[src/rtl/imem_loader_pkg.sv]
// imem_loader_pkg: shared types and widths for the instruction-memory loader
package imem_loader_pkg;

    typedef enum logic [2:0] {
        IDLE,
        LEN_HI,
        LEN_LO,
        DATA,
        CHECK,
        DONE,
        ERROR
    } state_t;

    localparam int LEN_W          = 16;
    localparam int WORD_W         = 32;
    localparam int BYTES_PER_WORD = 4;

endpackage

[src/rtl/imem_word_packer.sv]
// imem_word_packer: assembles big-endian words from accepted bytes and keeps the running XOR
module imem_word_packer
    import imem_loader_pkg::*;
(
    input  logic              clk,
    input  logic              rst_n,
    input  logic              clear,
    input  logic              byte_en,
    input  logic [7:0]        data_byte,
    output logic              word_valid,
    output logic [WORD_W-1:0] word,
    output logic [7:0]        xor_acc
);

    logic [1:0] cnt;

    // Shift bytes in MSB-first; pulse word_valid the cycle after the last byte of a word
    always_ff @(posedge clk) begin
        if (!rst_n || clear) begin
            cnt        <= '0;
            word       <= '0;
            xor_acc    <= '0;
            word_valid <= 1'b0;
        end else begin
            word_valid <= byte_en && cnt == 2'(BYTES_PER_WORD - 1);
            if (byte_en) begin
                cnt     <= cnt + 2'd1;
                word    <= {word[WORD_W-9:0], data_byte};
                xor_acc <= xor_acc ^ data_byte;
            end
        end
    end

endmodule

[src/rtl/imem_loader.sv]
// imem_loader: framed byte-stream loader that writes instruction memory and holds the CPU until a good load
module imem_loader
    import imem_loader_pkg::*;
#(
    parameter int          DEPTH     = 256,
    parameter logic [31:0] BASE_ADDR = 32'h0000_0000
) (
    input  logic        clk,
    input  logic        rst_n,
    input  logic        start,
    input  logic [7:0]  in_data,
    input  logic        in_valid,
    output logic        in_ready,
    output logic        wr_en,
    output logic [31:0] wr_addr,
    output logic [31:0] wr_data,
    output logic        busy,
    output logic        done,
    output logic        error,
    output logic        cpu_hold
);

    localparam int IDX_W = $clog2(DEPTH) + 1;

    state_t           state;
    logic [LEN_W-1:0] n;
    logic [IDX_W-1:0] idx;
    logic [LEN_W-1:0] len_next;
    logic [7:0]       xor_acc;
    logic             accept;
    logic             launch;

    assign accept   = in_valid && in_ready;
    assign launch   = start && (state == IDLE || state == DONE || state == ERROR);
    assign in_ready = state == LEN_HI || state == LEN_LO || state == CHECK || (state == DATA && !wr_en);
    assign len_next = {n[LEN_W-1 -: 8], in_data};
    assign wr_addr  = BASE_ADDR + (WORD_W'(idx) << 2);

    imem_word_packer u_packer (
        .clk       (clk),
        .rst_n     (rst_n),
        .clear     (launch),
        .byte_en   (accept && state == DATA),
        .data_byte (in_data),
        .word_valid(wr_en),
        .word      (wr_data),
        .xor_acc   (xor_acc)
    );

    // Frame sequencing, word index and sticky status flags
    always_ff @(posedge clk) begin
        if (!rst_n) begin
            state    <= IDLE;
            n        <= '0;
            idx      <= '0;
            busy     <= 1'b0;
            done     <= 1'b0;
            error    <= 1'b0;
            cpu_hold <= 1'b1;
        end else begin
            case (state)
                IDLE, DONE, ERROR: if (start) begin
                    state    <= LEN_HI;
                    idx      <= '0;
                    busy     <= 1'b1;
                    done     <= 1'b0;
                    error    <= 1'b0;
                    cpu_hold <= 1'b1;
                end
                LEN_HI: if (accept) begin
                    n[LEN_W-1 -: 8] <= in_data;
                    state           <= LEN_LO;
                end
                LEN_LO: if (accept) begin
                    n[7:0] <= in_data;
                    if (len_next > LEN_W'(DEPTH)) begin
                        state <= ERROR;
                        error <= 1'b1;
                        busy  <= 1'b0;
                    end else begin
                        state <= len_next == '0 ? CHECK : DATA;
                    end
                end
                DATA: if (wr_en) begin
                    idx <= idx + 1'b1;
                    if (LEN_W'(idx) + LEN_W'(1) == n) state <= CHECK;
                end
                CHECK: if (accept) begin
                    state    <= in_data == xor_acc ? DONE : ERROR;
                    done     <= in_data == xor_acc;
                    error    <= in_data != xor_acc;
                    cpu_hold <= in_data != xor_acc;
                    busy     <= 1'b0;
                end
                default: state <= IDLE;
            endcase
        end
    end

endmodule

[config.mk]
export PLATFORM = sky130hd
export DESIGN_NAME = imem_loader
export DESIGN_NICKNAME = d
export VERILOG_FILES = /design/src/rtl/imem_loader_pkg.sv /design/src/rtl/imem_word_packer.sv /design/src/rtl/imem_loader.sv
export SDC_FILE = /design/constraint.sdc
export NUM_CORES = 1
export LEC_CHECK = 0
export BUFFER_PORTS_ARGS = -buffer_cell sky130_fd_sc_hd__buf_2
export CAP_MARGIN = 10
export CORE_AREA = 2 2 84 86
export DETAILED_ROUTE_END_ITERATION = 8
export DIE_AREA = 0 0 86 88
export PLACE_DENSITY_LB_ADDON = 0.25
export SLEW_MARGIN = 15
export SYNTH_ARGS = -nofsm -noshare
export SYNTH_HDL_FRONTEND = slang
export SYNTH_SLANG_ARGS = --single-unit
[constraint.sdc]
create_clock -name clk -period 3.95 [get_ports clk]
set_input_delay 0.79 -clock clk [delete_from_list [all_inputs] [get_ports clk]]
set_output_delay 0.79 -clock clk [all_outputs]
set_load 0.02 [all_outputs]
==> key figures <==
Floorplan
  • Core Box Area: 6644 sq um
  • Die ar.: 7568 sq um
  • Die H: 88 um
  • Row cnt: 30
  • Ports: 82
  • Initial Util: 0.5399
  • Die X: 86 um

Synthesis
  • Post-synth ARST share: 0
  • Yosys top cell area share: 0.4186
  • Netlist Area Pre-Place: 3587 sq um
  • Leading area contributor after synthesis: dfxtp_1
  • Yosys reg bits: 75
  • Sequential area share after synthesis: 0.4186
  • Avg Inst Size Synth: 8.190 sq um
  • Count leader, synth: nand2_1
  • Number of flops mapped to enable cells by yosys: 0
  • Synth Flop Type: dfxtp_1
  • Post-synth top cells: nand2_1, dfxtp_1, a21oi_1
  • Yosys cell types: 54
  • Synth warn: 0
  • Top cells by area, synth: dfxtp_1, nand2_1, a21oi_1
  • Cell count after synthesis: 438

Final layout
  • Diodes inserted: 0
  • Nets: 503
  • Final cell count without fillers: 574
  • Post-layout util: 0.6040
  • Layout area overhead: 11.86%
  • Design Area, Final: 4013 sq um
  • Share of layout cells above drive strength 1: 0.1923

Global routing
  • Total GRT Usage: 0.2063
  • Vias in the first global route: 2571
  • Initial antenna violation count: 0
  • Global route overflow: 0
  • First-pass GRT wire length: 12.36 mm
  • Largest net degree at the start of global routing: 34

Setup path
  • Nature of the critical path endpoint: output pin
  • Slowest CP cell: dfxtp_1
  • CP startpoint kind: register
  • Cell Chain, Critical Path: inv_1 -> a2bb2oi_2 -> buf_2
  • Req. time, crit path: 3.16 ns
  • CP max FO: 16
  • WS Path Type: reg2out
  • WP data arrival: 1.67 ns
  • Worst path max stage delay: 0.64 ns

Timing
  • Clock skew: 0.01197 ns
  • # setup viols final: 0
  • Period minus WS final: 2.457 ns
  • Max-slew violation count: 0
  • Final setup TNS: 0 ns
  • Relative slew slack: 0.5894
  • Unrepaired setup endpoints after global routing: no
  • Worst-margin pin slew: 0.6159 ns
  • Final hold violation count: 0
  • Peak Freq: 407.0 MHz
  • Final setup margin: 1.493 ns
  • Tcrit/Tclk final: 0.6220

Clock tree
  • CTS Hold Bufs: 0
  • CTS tree: done
  • H-tree depth: 3
  • Max Root-Sink Buffers: 2
  • CTS Root Cell: clkbuf_8
  • Worst-path clk slew: 0.08 ns
  • Clock tree sinks: 75
  • Post-CTS sizing: 0
  • Num CTS Buffers: 9
  • Clk Latency, worst-skew pair: 0.36 ns
  • Setup Buffers After CTS: 0

Route
  • Vias post-DR: 2977
  • Total Wirelength: 7.546 mm
  • DR DRC count: 0
  • Via density: 5.186
  • DRT iter0 DRCs: 180
  • Antenna Violating Nets Remaining: 0
  • Wire per inst: 13.15 um
  • Drt first pass iters: 4

Pwr
  • Worst VDD drop: 262.7 uV
  • Switching Share: 0.3452
  • Sequential Power Share: 0.416
  • Combinational share of power: 0.251
  • Leakage: 1.591 nW
  • Pint: 1.361 mW
  • Power share of the clock group: 0.332
  • Switching Power: 0.7175 mW
  • PD cells: 518.1 nW/um^2

Place
  • IO Port Bufs: 58
  • # placed instances: 558
  • Placer Congestion: 0.8716
  • DPL Wire Length: 5.422 mm
  • Worst slack, placed: 1.507 ns
  • Placed Area: 3781 sq um

Status
  • Status: complete, no violations

Hold path
  • Hold Path Class: reg2reg

Job
  • Max cap viols: 0
registers in the layout, indices dropped and copies added (netlist names):
register	count
u_packer.word	32
n	16
idx	9
u_packer.xor_acc	8
state	3
u_packer.cnt	2
busy	1
cpu_hold	1
done	1
error	1
u_packer.word_valid	1
cells by family after synthesis:
group	share of synthesized area
AND/OR/NAND/NOR	0.2299
AO/OA/AOI/OAI	0.1388
flip-flops	0.4186
buffers and inverters	0.08824
XOR/XNOR	0.08790
multiplexers	0.02860
adder cells (fa/ha/maj)	0.006975
other	0.001045
cell type report:
cell class | count | area (sq um)
clock buffer | 9 | 123.9
tap | 80 | 100.1
fill | 606 | 2631
inverter | 4 | 15.01
clock inverter | 7 | 107.6
multi-input combinational | 338 | 1852
sequential | 75 | 1501
timing repair buffer | 61 | 312.8
path summary, 6_finish.rpt:
path,startpoint,endpoint,slack [ns],depth (start not counted)
worst max register to register,state[0],u_packer.word[15],1.62,6
worst max-delay path,state[1],in_ready,1.49,3
worst min register to register,u_packer.word[28],u_packer.word[28],0.45,2
worst min-delay path,u_packer.word[28],u_packer.word[28],0.45,2
routing by layer:
metal / track usage / up-vias / routed length [um]
met4: 0.05483 / 0 / 98
met3: 0.05655 / 7 / 392
met1: 0.2864 / 1369 / 3543
met2: 0.3178 / 87 / 3511
met5: 0 / - / 0
li1: - / 1514 / -
through the flow:
| step | power, mW | hold slack, ns |
|---|---|---|
| after CTS | 2.083 | 0.4553 |
| final | 2.079 | 0.4523 |
| after global placement | 1.392 | 0.4386 |
| after detailed placement | 1.398 | 0.4435 |
| after floorplan | 1.327 | 0.4360 |
| after global routing | 2.194 | 0.4754 |
worst max-delay path: cells and delay by family, from the launching register on:
family	cells	cell delay, ns
AOI/OAI and AO/OA	1	0.23
buffers and inverters	2	0.45
DFF	1	0.64
power by group through the flow:
stage,Clock [mW],Sequential [mW],Combinational (mW)
after global routing,0.740,0.875,0.578
after global placement,0,0.880,0.511
after CTS,0.700,0.865,0.518
final,0.691,0.865,0.523
after floorplan,0,0.854,0.473
after detailed placement,0,0.882,0.515
cells in the final DEF, fill, tap and decap left out, drive strengths merged, types with 2 or more instances in the layout:
| master | synthesis | final |
|---|---|---|
| or4 | 2 | 2 |
| and2 | 3 | 3 |
| ha | 2 | 2 |
| a211o | 2 | 2 |
| bufinv | 0 | 2 |
| nor4 | 3 | 3 |
| nor2b | 4 | 4 |
| dfxtp | 75 | 75 |
| a21oi | 53 | 53 |
| mux2 | 2 | 2 |
| mux2i | 8 | 8 |
| o211ai | 2 | 2 |
| o21ai | 7 | 7 |
| a2bb2oi | 2 | 2 |
| xnor2 | 24 | 24 |
| nand4 | 3 | 3 |
| conb | 1 | 23 |
| nor3 | 4 | 4 |
| nand2 | 102 | 102 |
| and3 | 4 | 4 |
| xor2 | 12 | 12 |
| nor2 | 44 | 44 |
| buf | 37 | 61 |
| inv | 4 | 8 |
| a31oi | 4 | 4 |
| nand3 | 7 | 7 |
| clkbuf | 6 | 9 |
| nor3b | 4 | 4 |
| o31ai | 2 | 2 |
No activity file was read; power rests on OpenSTA's default activity.
